## src/rtl/fp_mult_seq.sv

```systemverilog
// fp_mult_seq: sequential floating-point multiplier built around an iterative
// radix-4 Booth significand multiplier. Zero and subnormal operands are flushed
// to zero. Inf/NaN operands return a canonical quiet NaN.
// Optional feature macro: FPM_RNE_EN. When it is defined, NORM rounds to
// nearest-even. When it is undefined, NORM truncates.
//
// state | meaning
// ------+-------------------------------------------------------------
// IDLE  | waiting for operands; in_ready high (once out of reset)
// MUL   | one Booth partial product accumulated per cycle
// NORM  | normalise, round, range-check; result registers loaded
// DONE  | result held until out_ready (special cases load it here first)
module fp_mult_seq #(
   parameter int EXP_W = 5,
   parameter int MAN_W = 10
) (
   input  logic                 clk,
   input  logic                 rst_n,
   input  logic                 in_valid,
   output logic                 in_ready,
   input  logic [EXP_W+MAN_W:0] in_a,
   input  logic [EXP_W+MAN_W:0] in_b,
   output logic                 out_valid,
   input  logic                 out_ready,
   output logic [EXP_W+MAN_W:0] out_product,
   output logic [1:0]           out_flag
);
   localparam int W     = 1 + EXP_W + MAN_W;
   localparam int S     = MAN_W + 1;
   localparam int P     = 2 * S;
   localparam int STEPS = (S + 2) / 2;
   localparam int CNT_W = $clog2(STEPS + 1);
   localparam int EW    = EXP_W + 2;
   localparam int BIAS  = 2**(EXP_W-1) - 1;
   localparam int EMAX  = 2**EXP_W - 1;

   localparam logic signed [EW-1:0] EMAX_S = EW'(EMAX);
   localparam logic signed [EW-1:0] BIAS_S = EW'(BIAS);

   localparam logic [1:0] FLAG_NORM = 2'b00;
   localparam logic [1:0] FLAG_OVF  = 2'b01;
   localparam logic [1:0] FLAG_UNF  = 2'b10;
   localparam logic [1:0] FLAG_INV  = 2'b11;

   typedef enum logic [1:0] {IDLE, MUL, NORM, DONE} state_t;
   state_t state, state_nxt;

   logic signed [P-1:0]  acc;
   logic [P-1:0]         mcand;
   logic [S+1:0]         mplier;
   logic [CNT_W-1:0]     cnt;
   logic signed [EW-1:0] exp_sum;
   logic                 sign_r;
   logic                 nan_r;
   logic                 started;

   logic                 accept;
   logic                 in_nan;
   logic                 in_zero;
   logic signed [EW-1:0] exp_calc;
   logic signed [P-1:0]  pp;

   logic                 hi;
   logic [MAN_W-1:0]     man_t;
   logic [MAN_W-1:0]     man_f;
   logic signed [EW-1:0] exp_f;
   logic [W-1:0]         norm_res;
   logic [1:0]           norm_flag;
`ifdef FPM_RNE_EN
   logic                 guard;
   logic                 sticky;
   logic                 rnd;
   logic [MAN_W:0]       man_sum;
`endif

   // in_ready stays low until the first clock edge after reset is released.
   assign in_ready = (state == IDLE) && started;
   assign accept   = in_valid && in_ready;

   // Classify the incoming operands and form the biased result exponent.
   always_comb begin
      in_nan   = (&in_a[W-2 -: EXP_W]) | (&in_b[W-2 -: EXP_W]);
      in_zero  = (in_a[W-2 -: EXP_W] == '0) | (in_b[W-2 -: EXP_W] == '0);
      exp_calc = $signed({2'b00, in_a[W-2 -: EXP_W]})
               + $signed({2'b00, in_b[W-2 -: EXP_W]}) - BIAS_S;
   end

   // Select the Booth digit from the low 3-bit window of the multiplier.
   always_comb begin
      pp = '0;
      case (mplier[2:0])
         3'b001, 3'b010: pp = $signed(mcand);
         3'b011:         pp = $signed(mcand << 1);
         3'b100:         pp = -$signed(mcand << 1);
         3'b101, 3'b110: pp = -$signed(mcand);
         default:        pp = '0;
      endcase
   end

   // Normalise, optionally round, and apply the exponent range checks.
   always_comb begin
      hi    = acc[P-1];
      man_t = hi ? acc[P-2 -: MAN_W] : acc[P-3 -: MAN_W];
      exp_f = exp_sum + $signed({{(EW-1){1'b0}}, hi});
`ifdef FPM_RNE_EN
      guard   = hi ? acc[S-1] : acc[S-2];
      sticky  = hi ? (|acc[S-2:0]) : (|acc[S-3:0]);
      rnd     = guard & (sticky | man_t[0]);
      man_sum = {1'b0, man_t} + {{MAN_W{1'b0}}, rnd};
      man_f   = man_sum[MAN_W-1:0];
      // A mantissa carry means the significand reached 2.0, so renormalise.
      exp_f   = exp_f + $signed({{(EW-1){1'b0}}, man_sum[MAN_W]});
`else
      man_f   = man_t;
`endif
      norm_res  = {sign_r, exp_f[EXP_W-1:0], man_f};
      norm_flag = FLAG_NORM;
      if (exp_f >= EMAX_S) begin
         norm_res  = {sign_r, {EXP_W{1'b1}}, {MAN_W{1'b0}}};
         norm_flag = FLAG_OVF;
      end else if (exp_f <= $signed({EW{1'b0}})) begin
         norm_res  = {sign_r, {(W-1){1'b0}}};
         norm_flag = FLAG_UNF;
      end
   end

   // State register.
   always_ff @(posedge clk or negedge rst_n) begin
      if (!rst_n) state <= IDLE;
      else        state <= state_nxt;
   end

   // Next-state logic.
   always_comb begin
      state_nxt = state;
      case (state)
         IDLE: if (accept) state_nxt = (in_nan || in_zero) ? DONE : MUL;
         MUL:  if (cnt == '0) state_nxt = NORM;
         NORM: state_nxt = DONE;
         DONE: if (out_valid && out_ready) state_nxt = IDLE;
         default: state_nxt = IDLE;
      endcase
   end

   // Datapath: operand capture, Booth accumulation, result registers.
   always_ff @(posedge clk or negedge rst_n) begin
      if (!rst_n) begin
         started     <= 1'b0;
         acc         <= '0;
         mcand       <= '0;
         mplier      <= '0;
         cnt         <= '0;
         exp_sum     <= '0;
         sign_r      <= 1'b0;
         nan_r       <= 1'b0;
         out_valid   <= 1'b0;
         out_product <= '0;
         out_flag    <= FLAG_NORM;
      end else begin
         started <= 1'b1;
         case (state)
            IDLE: if (accept) begin
               mcand   <= P'({1'b1, in_a[MAN_W-1:0]});
               mplier  <= {1'b0, 1'b1, in_b[MAN_W-1:0], 1'b0};
               acc     <= '0;
               cnt     <= CNT_W'(STEPS - 1);
               exp_sum <= exp_calc;
               sign_r  <= in_a[W-1] ^ in_b[W-1];
               nan_r   <= in_nan;
            end
            MUL: begin
               acc    <= acc + pp;
               mcand  <= mcand << 2;
               mplier <= {{2{mplier[S+1]}}, mplier[S+1:2]};
               if (cnt != '0) cnt <= cnt - CNT_W'(1);
            end
            NORM: begin
               out_product <= norm_res;
               out_flag    <= norm_flag;
               out_valid   <= 1'b1;
            end
            DONE: begin
               // Special cases arrive here with out_valid low; load their result now.
               if (!out_valid) begin
                  out_valid <= 1'b1;
                  if (nan_r) begin
                     out_product <= {1'b0, {EXP_W{1'b1}}, 1'b1, {(MAN_W-1){1'b0}}};
                     out_flag    <= FLAG_INV;
                  end else begin
                     out_product <= {sign_r, {(W-1){1'b0}}};
                     out_flag    <= FLAG_NORM;
                  end
               end else if (out_ready) begin
                  out_valid <= 1'b0;
               end
            end
            default: ;
         endcase
      end
   end
endmodule

```

## config.mk

```make
export PLATFORM = sky130hd
export DESIGN_NAME = fp_mult_seq
export DESIGN_NICKNAME = d
export VERILOG_FILES = /design/src/rtl/fp_mult_seq.sv
export SDC_FILE = /design/constraint.sdc
export NUM_CORES = 1
export LEC_CHECK = 0
export ABC_AREA = 0
export BUFFER_PORTS_ARGS = -buffer_cell sky130_fd_sc_hd__buf_2
export CORE_ASPECT_RATIO = 1.25
export CORE_MARGIN = 1
export CORE_UTILIZATION = 50
export DETAILED_ROUTE_END_ITERATION = 12
export GPL_TIMING_DRIVEN = 0
export PLACE_DENSITY = 0.66
export SETUP_SLACK_MARGIN = 0.5
export SLEW_MARGIN = 0
export SYNTH_ARGS = -nofsm -noshare
export SYNTH_HDL_FRONTEND = slang
export SYNTH_SLANG_ARGS = --single-unit
```

## constraint.sdc

```tcl
create_clock -name clk -period 7.2 [get_ports clk]
set_clock_uncertainty 0.15 [all_clocks]
set_input_delay 1.44 -clock clk [delete_from_list [all_inputs] [get_ports clk]]
set_output_delay 1.44 -clock clk [all_outputs]
set_load 0.02 [all_outputs]
```

==> metrics.csv, run 1 <==
stage,metric,value,unit
placement,dpl hpwl,12600,um
floorplanning,# IOs,56,
setup_path,CP Data Required Time,7.27,ns
power_and_ir_drop,power share of the clock group,14.0,%
floorplanning,Die W,103,um
setup_path,worst reg2reg path endpoint,acc[21],
timing,max frequency,0.187,GHz
logic_synthesis,Seq cells post-synth,90,
cts,CTS tree,built,
timing,measured slew at the worst slew-check pin,1.26,ns
global_route,vias in the first global route,5763,
status,outcome,"finished, final reports clean",
cts,H-tree Lvls,3,
power_and_ir_drop,Gate power share,62.5,%
power_and_ir_drop,PD cells,529,nW/um2
floorplanning,DIE AREA,13200,um2
timing,fin crit share,74.5,%
layout,share of layout cells above drive strength 1,11.0,%
setup_path,"Worst Path Class, Setup",flip-flop to flip-flop,
job,Max Cap Viol,0,
detailed_routing,via count,5817,
floorplanning,die height,128,um
setup_path,Crit-path slowest cell,dfrtp_1,
hold_path,Hold WC Path Type,flip-flop to flip-flop,
placement,Buffers on Ports,55,
placement,RD Place Congestion,0.945,
layout,FF/Latch Area,2250,um2
timing,Max-slew headroom,15.9,%
floorplanning,Starting Density,51.9,%
timing,Fin Hold WS,0.321,ns
detailed_routing,router iterations before antenna repair,5,
setup_path,worst reg2reg path depth,19,
setup_path,r2r setup slk,1.84,ns
setup_path,"Arr. time, crit path",5.43,ns
placement,placed instance area,6880,um2
cts,clk buf depth,2,
layout,Diodes inserted,0,
global_route,gr usage total,27.2,%
layout,# fillers,1175,
detailed_routing,DR DRC count,0,
setup_path,CP Launch Point,mcand[0],
logic_synthesis,Yosys Warn Count,0,
setup_path,Critical Path End Type,flip-flop,
layout,most frequent cells in the layout,"nand2_1 (97), dfrtp_1 (90), o21ai_0 (89)",
detailed_routing,vias per cell,5.99,
power_and_ir_drop,worst vdd ir,0.000251,V
layout,post-route design area,7220,um2
power_and_ir_drop,switch share,48.2,%
layout,area occupied by multi-input gates,3840,um2
logic_synthesis,Syn Area/Cell,8.67,um2
power_and_ir_drop,switching power,1.84,mW
cts,cts hold-fix bufs,0,
detailed_routing,routed wire length,16600,um
logic_synthesis,sequential share of the synthesized area,35.4,%
logic_synthesis,post-synthesis cell type count,65,
timing,minimum clock period,5.36,ns
detailed_routing,DRT iter0 DRCs,371,
logic_synthesis,Syn Nets,814,
setup_path,Worst path max stage delay,0.45,ns
detailed_routing,WL/cell,17.1,um
setup_path,Worst path most repeated cell,ha_1,
power_and_ir_drop,internal power,1.98,mW
detailed_routing,Post-DRT Antenna Nets,0,
timing,setup tns final,0,ns
cts,Root Buffer,clkbuf_16,
setup_path,CP Cell Sequence,inv_1 -> ha_1 -> or3b_4 -> or4_1 -> buf_2 -> or2_1 -> buf_6 -> nor3_1 -> nand2b_1 -> xor2_1 -> o21ai_0 -> a22o_1 -> ha_1 -> a21oi_1 -> a311oi_1 -> a221o_1 -> a211oi_1 -> mux2i_1 -> o211ai_1,
setup_path,Startpoint Class,flip-flop,
global_route,initial antenna violation count,0,
logic_synthesis,asr flop ratio synth,100,%
floorplanning,row cnt,45,
cts,Post-CTS Repair Setup Buffers,0,
floorplanning,Core ar.,12300,um2
layout,nets,881,
cts,Clock Latency Late Sink,0.35,ns
cts,clock-pin slew of the registers on the worst-case setup and hold paths,0.07,ns
global_route,GRT Residual Overflow,0,
cts,CTS Buf Count,9,
global_route,largest net degree at the start of global routing,49,
layout,"most common cell after layout, fill and taps aside",nand2_1,
global_route,first-pass GRT wire length,28000,um
layout,Layout area overhead,13.3,%
power_and_ir_drop,Reg power frac,23.5,%
setup_path,Critical Path Fanout Max,8,
logic_synthesis,Most used DFF post-synth,dfrtp_1,
timing,RSZ-0062 raised after global routing,false,
setup_path,crit path to,acc[21],
power_and_ir_drop,leakage power,3.29,nW
logic_synthesis,Mapped Area,6370,um2
logic_synthesis,Post-synth EDFFs,0,
timing,final hold viol count,0,
logic_synthesis,Synth Instances,735,
setup_path,Reg2Reg Launch Point,mcand[0],
cts,post-cts sizing count,0,
timing,max-slew violation count,0,
cts,Sink Count,90,
timing,Final setup viols,0,
-- kinds of logic after synthesis --
| kind of cell | count (synthesis) | share of synthesized area, % |
|---|---|---|
| simple gates | 226 | 17.1 |
| buf+inv | 69 | 4.36 |
| mux | 33 | 5.24 |
| fa+ha+maj | 43 | 8.68 |
| compound gates | 227 | 22.8 |
| other cells | 1 | 0.0589 |
| xor+xnor | 46 | 6.32 |
| flops | 90 | 35.4 |
-- area by class of cell --
class / instances / area share (%)
Buffer: 49 / 2.81
Timing Repair Buffer: 56 / 4.23
Tap cell: 164 / 2.84
Inverter: 20 / 1.04
Clock inverter: 6 / 1.34
Multi-Input combinational cell: 576 / 53.2
Clock buffer: 10 / 3.31
Sequential cell: 90 / 31.2
-- flip-flops by register name (all words and copies together), names as in the netlist --
register     count
acc             22
mcand           22
out_product     16
mplier          12
exp_sum          7
cnt              3
out_flag         2
state            2
nan_r            1
out_valid        1
sign_r           1
started          1
-- per-stage QoR --
step           setup WS [ns]  power [mW]  util (%)  cells
6_report                1.84        3.82      58.8    971
3_5_place_dp            1.94        3.26      56.1    955
4_1_cts                 1.90        3.81      58.8    971
3_3_place_gp            2.10        3.18      55.8    954
2_1_floorplan           2.57        2.66         -    735
5_1_grt                 1.55        4.16      58.8    971
-- per-layer routing --
| layer | wire (um) | vias to the layer above | global-route usage, % |
|---|---|---|---|
| li1 | - | 2814 | - |
| met1 | 7100 | 2778 | 33.6 |
| met2 | 8300 | 179 | 46.2 |
| met3 | 731 | 46 | 4.14 |
| met4 | 516 | 0 | 12.3 |
| met5 | 0 | - | 0 |
-- critical path, delay by kind of cell (launching register included) --
family / cells / cell delay [ns]
buf+inv: 3 / 0.43
simple gates: 5 / 1.43
mux: 1 / 0.24
flops: 1 / 0.45
xor+xnor: 1 / 0.18
compound gates: 7 / 1.73
fa+ha+maj: 2 / 0.59
-- synth_stat cells, types with 8 or more instances --
cell      count  area [um2]
ha_1         41         513
o22ai_1       9        56.3
nor3_1       15        75.1
clkbuf_1     42         158
a21oi_1      30         150
mux2i_1      30         300
nand3_1      14        70.1
a22o_1       15         131
xor2_1       21         184
xnor2_1      25         219
inv_1        20        75.1
nor2_1       34         128
a21o_1       14         105
nor4_1       11        68.8
nor2b_1       8        50.1
a22oi_1      14         105
dfrtp_1      90        2250
o21ai_0      89         445
nand2_1      97         364
-- worst min-delay path by stage --
stage	start	end	slack, ns	depth (start not counted)
after floorplan	mplier[3]	mplier[3]	0.30	2
after global placement	out_flag[0]	out_flag[0]	0.31	1
after detailed placement	out_product[4]	out_product[4]	0.31	2
after CTS	out_product[4]	out_product[4]	0.33	2
after global routing	out_flag[0]	out_flag[0]	0.36	1
final	out_product[4]	out_product[4]	0.32	2
-- power groups by stage --
stage / clock (mW) / combinational, mW / sequential (mW)
after CTS: 0.545 / 2.36 / 0.898
after global placement: 0 / 2.29 / 0.895
after global routing: 0.560 / 2.67 / 0.927
final: 0.535 / 2.38 / 0.898
after floorplan: 0 / 1.76 / 0.901
after detailed placement: 0 / 2.35 / 0.907
Note: power is estimated with default switching activity, not from simulation.
==> run 2: changes to the inputs <==
--- a/config.mk
+++ b/config.mk
@@ -5,7 +5,7 @@
 export SDC_FILE = /design/constraint.sdc
 export NUM_CORES = 1
 export LEC_CHECK = 0
-export ABC_AREA = 0
+export ABC_AREA = 1
 export BUFFER_PORTS_ARGS = -buffer_cell sky130_fd_sc_hd__buf_2
 export CORE_ASPECT_RATIO = 1.25
 export CORE_MARGIN = 1
==> constraint.sdc (replaced) <==
create_clock -name clk -period 5.15 [get_ports clk]
set_clock_uncertainty 0.15 [all_clocks]
set_input_delay 1.03 -clock clk [delete_from_list [all_inputs] [get_ports clk]]
set_output_delay 1.03 -clock clk [all_outputs]
set_load 0.02 [all_outputs]
==> run 2 against run 1 <==
  * Cell count up 13%
  * Utilization down 0.85 points
  * Non-clock buffer count down 23
  * Global-route usage down 0.16 points
  * Routed wire length down 2.1%
  * Final area down 1.9%
  * Area after synthesis down 1.4%
  * Combinational power up 43%
  * Clock power up 22%
  * Largest power group unchanged
==> metrics.csv, run 2 <==
stage,metric,value,unit,change
setup_path,Critical Path End Type,flip-flop,,
placement,dpl hpwl,12800,um,+1.9%
cts,cts hold-fix bufs,0,,unchanged
layout,nets,1011,,+15%
timing,measured slew at the worst slew-check pin,0.572,ns,-0.689 ns
setup_path,"Arr. time, crit path",4.00,ns,-1.43 ns
setup_path,CP Data Required Time,5.20,ns,-2.07 ns
logic_synthesis,"area leader, netlist",dfrtp_1,,
global_route,largest net degree at the start of global routing,51,,+4.1%
hold_path,Hold WC Path Type,flip-flop to flip-flop,,
logic_synthesis,post-synthesis cell type count,46,,-29%
floorplanning,die height,127,um,-0.69%
power_and_ir_drop,internal power,2.51,mW,+27%
detailed_routing,wl on met1,7210,um,+1.6%
power_and_ir_drop,total power,5.29,mW,+39%
floorplanning,Die W,102,um,-0.69%
timing,Final setup viols,0,,unchanged
layout,Diodes inserted,0,,unchanged
floorplanning,Core ar.,12200,um2,-0.46%
timing,fin crit share,76.6,%,+2.2 points
logic_synthesis,Yosys Warn Count,0,,unchanged
logic_synthesis,largest cells by area after synthesis,"dfrtp_1 (36%), nand2_1 (14%), ha_1 (8.2%)",,
placement,RD Place Congestion,0.957,,+1.3%
power_and_ir_drop,leakage power,3.53,nW,+7.3%
setup_path,Worst path most repeated cell,inv_1,,
detailed_routing,vias per cell,5.45,,-9.1%
logic_synthesis,sequential share of the synthesized area,35.9,%,+0.50 points
logic_synthesis,Seq cells post-synth,90,,unchanged
timing,final hold viol count,0,,unchanged
cts,Sink Count,90,,unchanged
setup_path,Crit path max-delay family,simple AND/OR/NAND/NOR gates,,
layout,"most common cell after layout, fill and taps aside",nand2_1,,
power_and_ir_drop,worst vdd ir,0.000291,V,+16%
layout,Layout area overhead,12.7,%,
placement,Buffers on Ports,55,,unchanged
power_and_ir_drop,switching power,2.78,mW,+51%
logic_synthesis,Mapped Area,6280,um2,-1.4%
timing,Max-slew headroom,61.8,%,+46 points
global_route,vias in the first global route,5914,,+2.6%
status,outcome,"finished, final reports clean",,
logic_synthesis,most frequent cell after synthesis,nand2_1,,
global_route,gr usage total,27.0,%,-0.16 points
floorplanning,row cnt,45,,unchanged
setup_path,Buf/Inv on CP,4,,+1
floorplanning,DIE AREA,13000,um2,-1.4%
cts,clock-pin slew of the registers on the worst-case setup and hold paths,0.06,ns,about the same
timing,RSZ-0062 raised after global routing,false,,
layout,largest registers,"acc x22, mcand x22, out_product x16",,
timing,setup tns final,0,ns,unchanged
detailed_routing,WL/cell,14.8,um,-14%
detailed_routing,met3 wire length,553,um,-24%
power_and_ir_drop,Reg power frac,23.2,%,-0.3 points
detailed_routing,Top Layer Used,met4,,
cts,H-tree Lvls,3,,unchanged
detailed_routing,DRT iter0 DRCs,311,,-16%
cts,CTS tree,built,,
logic_synthesis,most frequent cells after synthesis,"nand2_1 (234), inv_1 (99), dfrtp_1 (90), nor2_1 (83), o21ai_0 (62)",,
detailed_routing,metal2 WL,7930,um,-4.5%
global_route,first-pass GRT wire length,27400,um,-2.1%
detailed_routing,Post-DRT Antenna Nets,0,,unchanged
layout,most frequent cells in the layout,"nand2_1 (234), inv_1 (99), dfrtp_1 (90)",,
detailed_routing,via count,5991,,+3.0%
power_and_ir_drop,switch share,52.5,%,+4.3 points
cts,CTS Buf Count,9,,unchanged
logic_synthesis,Syn Nets,944,,+16%
setup_path,Startpoint Class,flip-flop,,
timing,max-slew violation count,0,,unchanged
floorplanning,Starting Density,51.4,%,-0.49 points
setup_path,Crit-path slowest cell,nor4_1,,
power_and_ir_drop,PD cells,747,nW/um2,+41%
timing,minimum clock period,3.95,ns,-1.41 ns
detailed_routing,routed wire length,16300,um,-2.1%
cts,post-cts sizing count,0,,unchanged
floorplanning,# IOs,56,,unchanged
timing,max frequency,0.253,GHz,+36%
power_and_ir_drop,Gate power share,64.5,%,+2.0 points
cts,Clock Latency Late Sink,0.34,ns,about the same
job,Max Cap Viol,0,,unchanged
logic_synthesis,Syn Area/Cell,7.26,um2,-16%
logic_synthesis,Synth Instances,865,,+18%
global_route,GRT Residual Overflow,0,,unchanged
setup_path,CP Cell Sequence,inv_1 -> ha_1 -> inv_1 -> nor2_2 -> nand3_1 -> nor2_2 -> nand4_1 -> inv_1 -> nand2_1 -> nand2_1 -> inv_1 -> a21oi_1 -> o21ai_1 -> ha_1 -> nand2_1 -> nor4_1 -> nand3_1 -> nand3_1 -> a21oi_1 -> o21ai_0 -> o21ai_0,,
global_route,initial antenna violation count,0,,unchanged
logic_synthesis,Most used DFF post-synth,dfrtp_1,,
power_and_ir_drop,power share of the clock group,12.4,%,-1.6 points
setup_path,r2r setup slk,1.20,ns,-0.64 ns
detailed_routing,DR DRC count,0,,unchanged
detailed_routing,router iterations before antenna repair,5,,unchanged
logic_synthesis,Post-synth EDFFs,0,,unchanged
logic_synthesis,asr flop ratio synth,100,%,unchanged
setup_path,Critical Path Fanout Max,5,,-3
cts,Post-CTS Repair Setup Buffers,0,,unchanged
layout,share of layout cells above drive strength 1,9.94,%,-1.1 points
setup_path,Worst path max stage delay,0.53,ns,+0.08 ns
setup_path,"Worst Path Class, Setup",flip-flop to flip-flop,,
cts,Root Buffer,clkbuf_16,,
logic_synthesis,Yosys top cell area share,35.9,%,+0.50 points
cts,clk buf depth,2,,unchanged
## run 2: worst paths after layout
kind	cells after the start	startpoint	end
setup / recovery	21	mcand[1]	acc[18]
hold / removal	2	out_product[6]	out_product[6]
setup reg to reg	21	mcand[1]	acc[18]
hold reg to reg	2	out_product[6]	out_product[6]
max in group asynchronous	2	rst_n	out_product[12]
min in group asynchronous	1	rst_n	mcand[17]
## run 2: layout make-up
class	count	area, um2
timing repair buffer	56	305
fill	1222	5140
buffer	26	106
clock inverter	2	37.5
multi-input combinational	647	3540
clock buffer	13	250
sequential	90	2250
tap	164	205
inverter	102	383
## run 2: through the flow
step                      instances  hold WS, ns  cell area, um2  setup slack [ns]  utilization, %
after detailed placement       1085        0.311            6790              1.30            55.6
after global placement         1084        0.309            6760              1.31            55.3
after CTS                      1100        0.328            7080              1.28            57.9
after floorplan                 865        0.303            6280              2.11               -
final                          1100        0.322            7080              1.20            57.9
after global routing           1100        0.351            7080             0.808            57.9
## run 2: metal layers
layer  track usage (%)  vias to the layer above
li1                  -                     3029
met1              33.2                     2783
met2              46.7                      144
met3              3.28                       35
met4              12.6                        0
met5                 0                        -
## run 2: kinds of logic (layout without fill, tap and decap cells)
family / Yosys count / in the layout / synth area share [%]
flops: 90 / 90 / 35.9
simple gates: 391 / 391 / 25.9
xor+xnor: 23 / 23 / 3.33
buf+inv: 128 / 199 / 7.79
fa+ha+maj: 43 / 43 / 8.80
compound gates: 189 / 189 / 18.2
other cells: 1 / 1 / 0.0597
## run 2: power groups by stage
stage	clock, mW	combinational (mW)	sequential (mW)
finish	0.653	3.41	1.23
global route	0.695	3.88	1.26
CTS	0.669	3.39	1.23
detailed placement	0	3.37	1.24
global placement	0	3.30	1.23
floorplan	0	2.48	1.23
## run 2: worst reg2reg max path, delay by kind of cell, from the launching register on
| family | cells | cell delay [ns] |
|---|---|---|
| simple gates | 10 | 1.86 |
| flops | 1 | 0.37 |
| buf+inv | 4 | 0.37 |
| compound gates | 5 | 0.50 |
| fa+ha+maj | 2 | 0.57 |
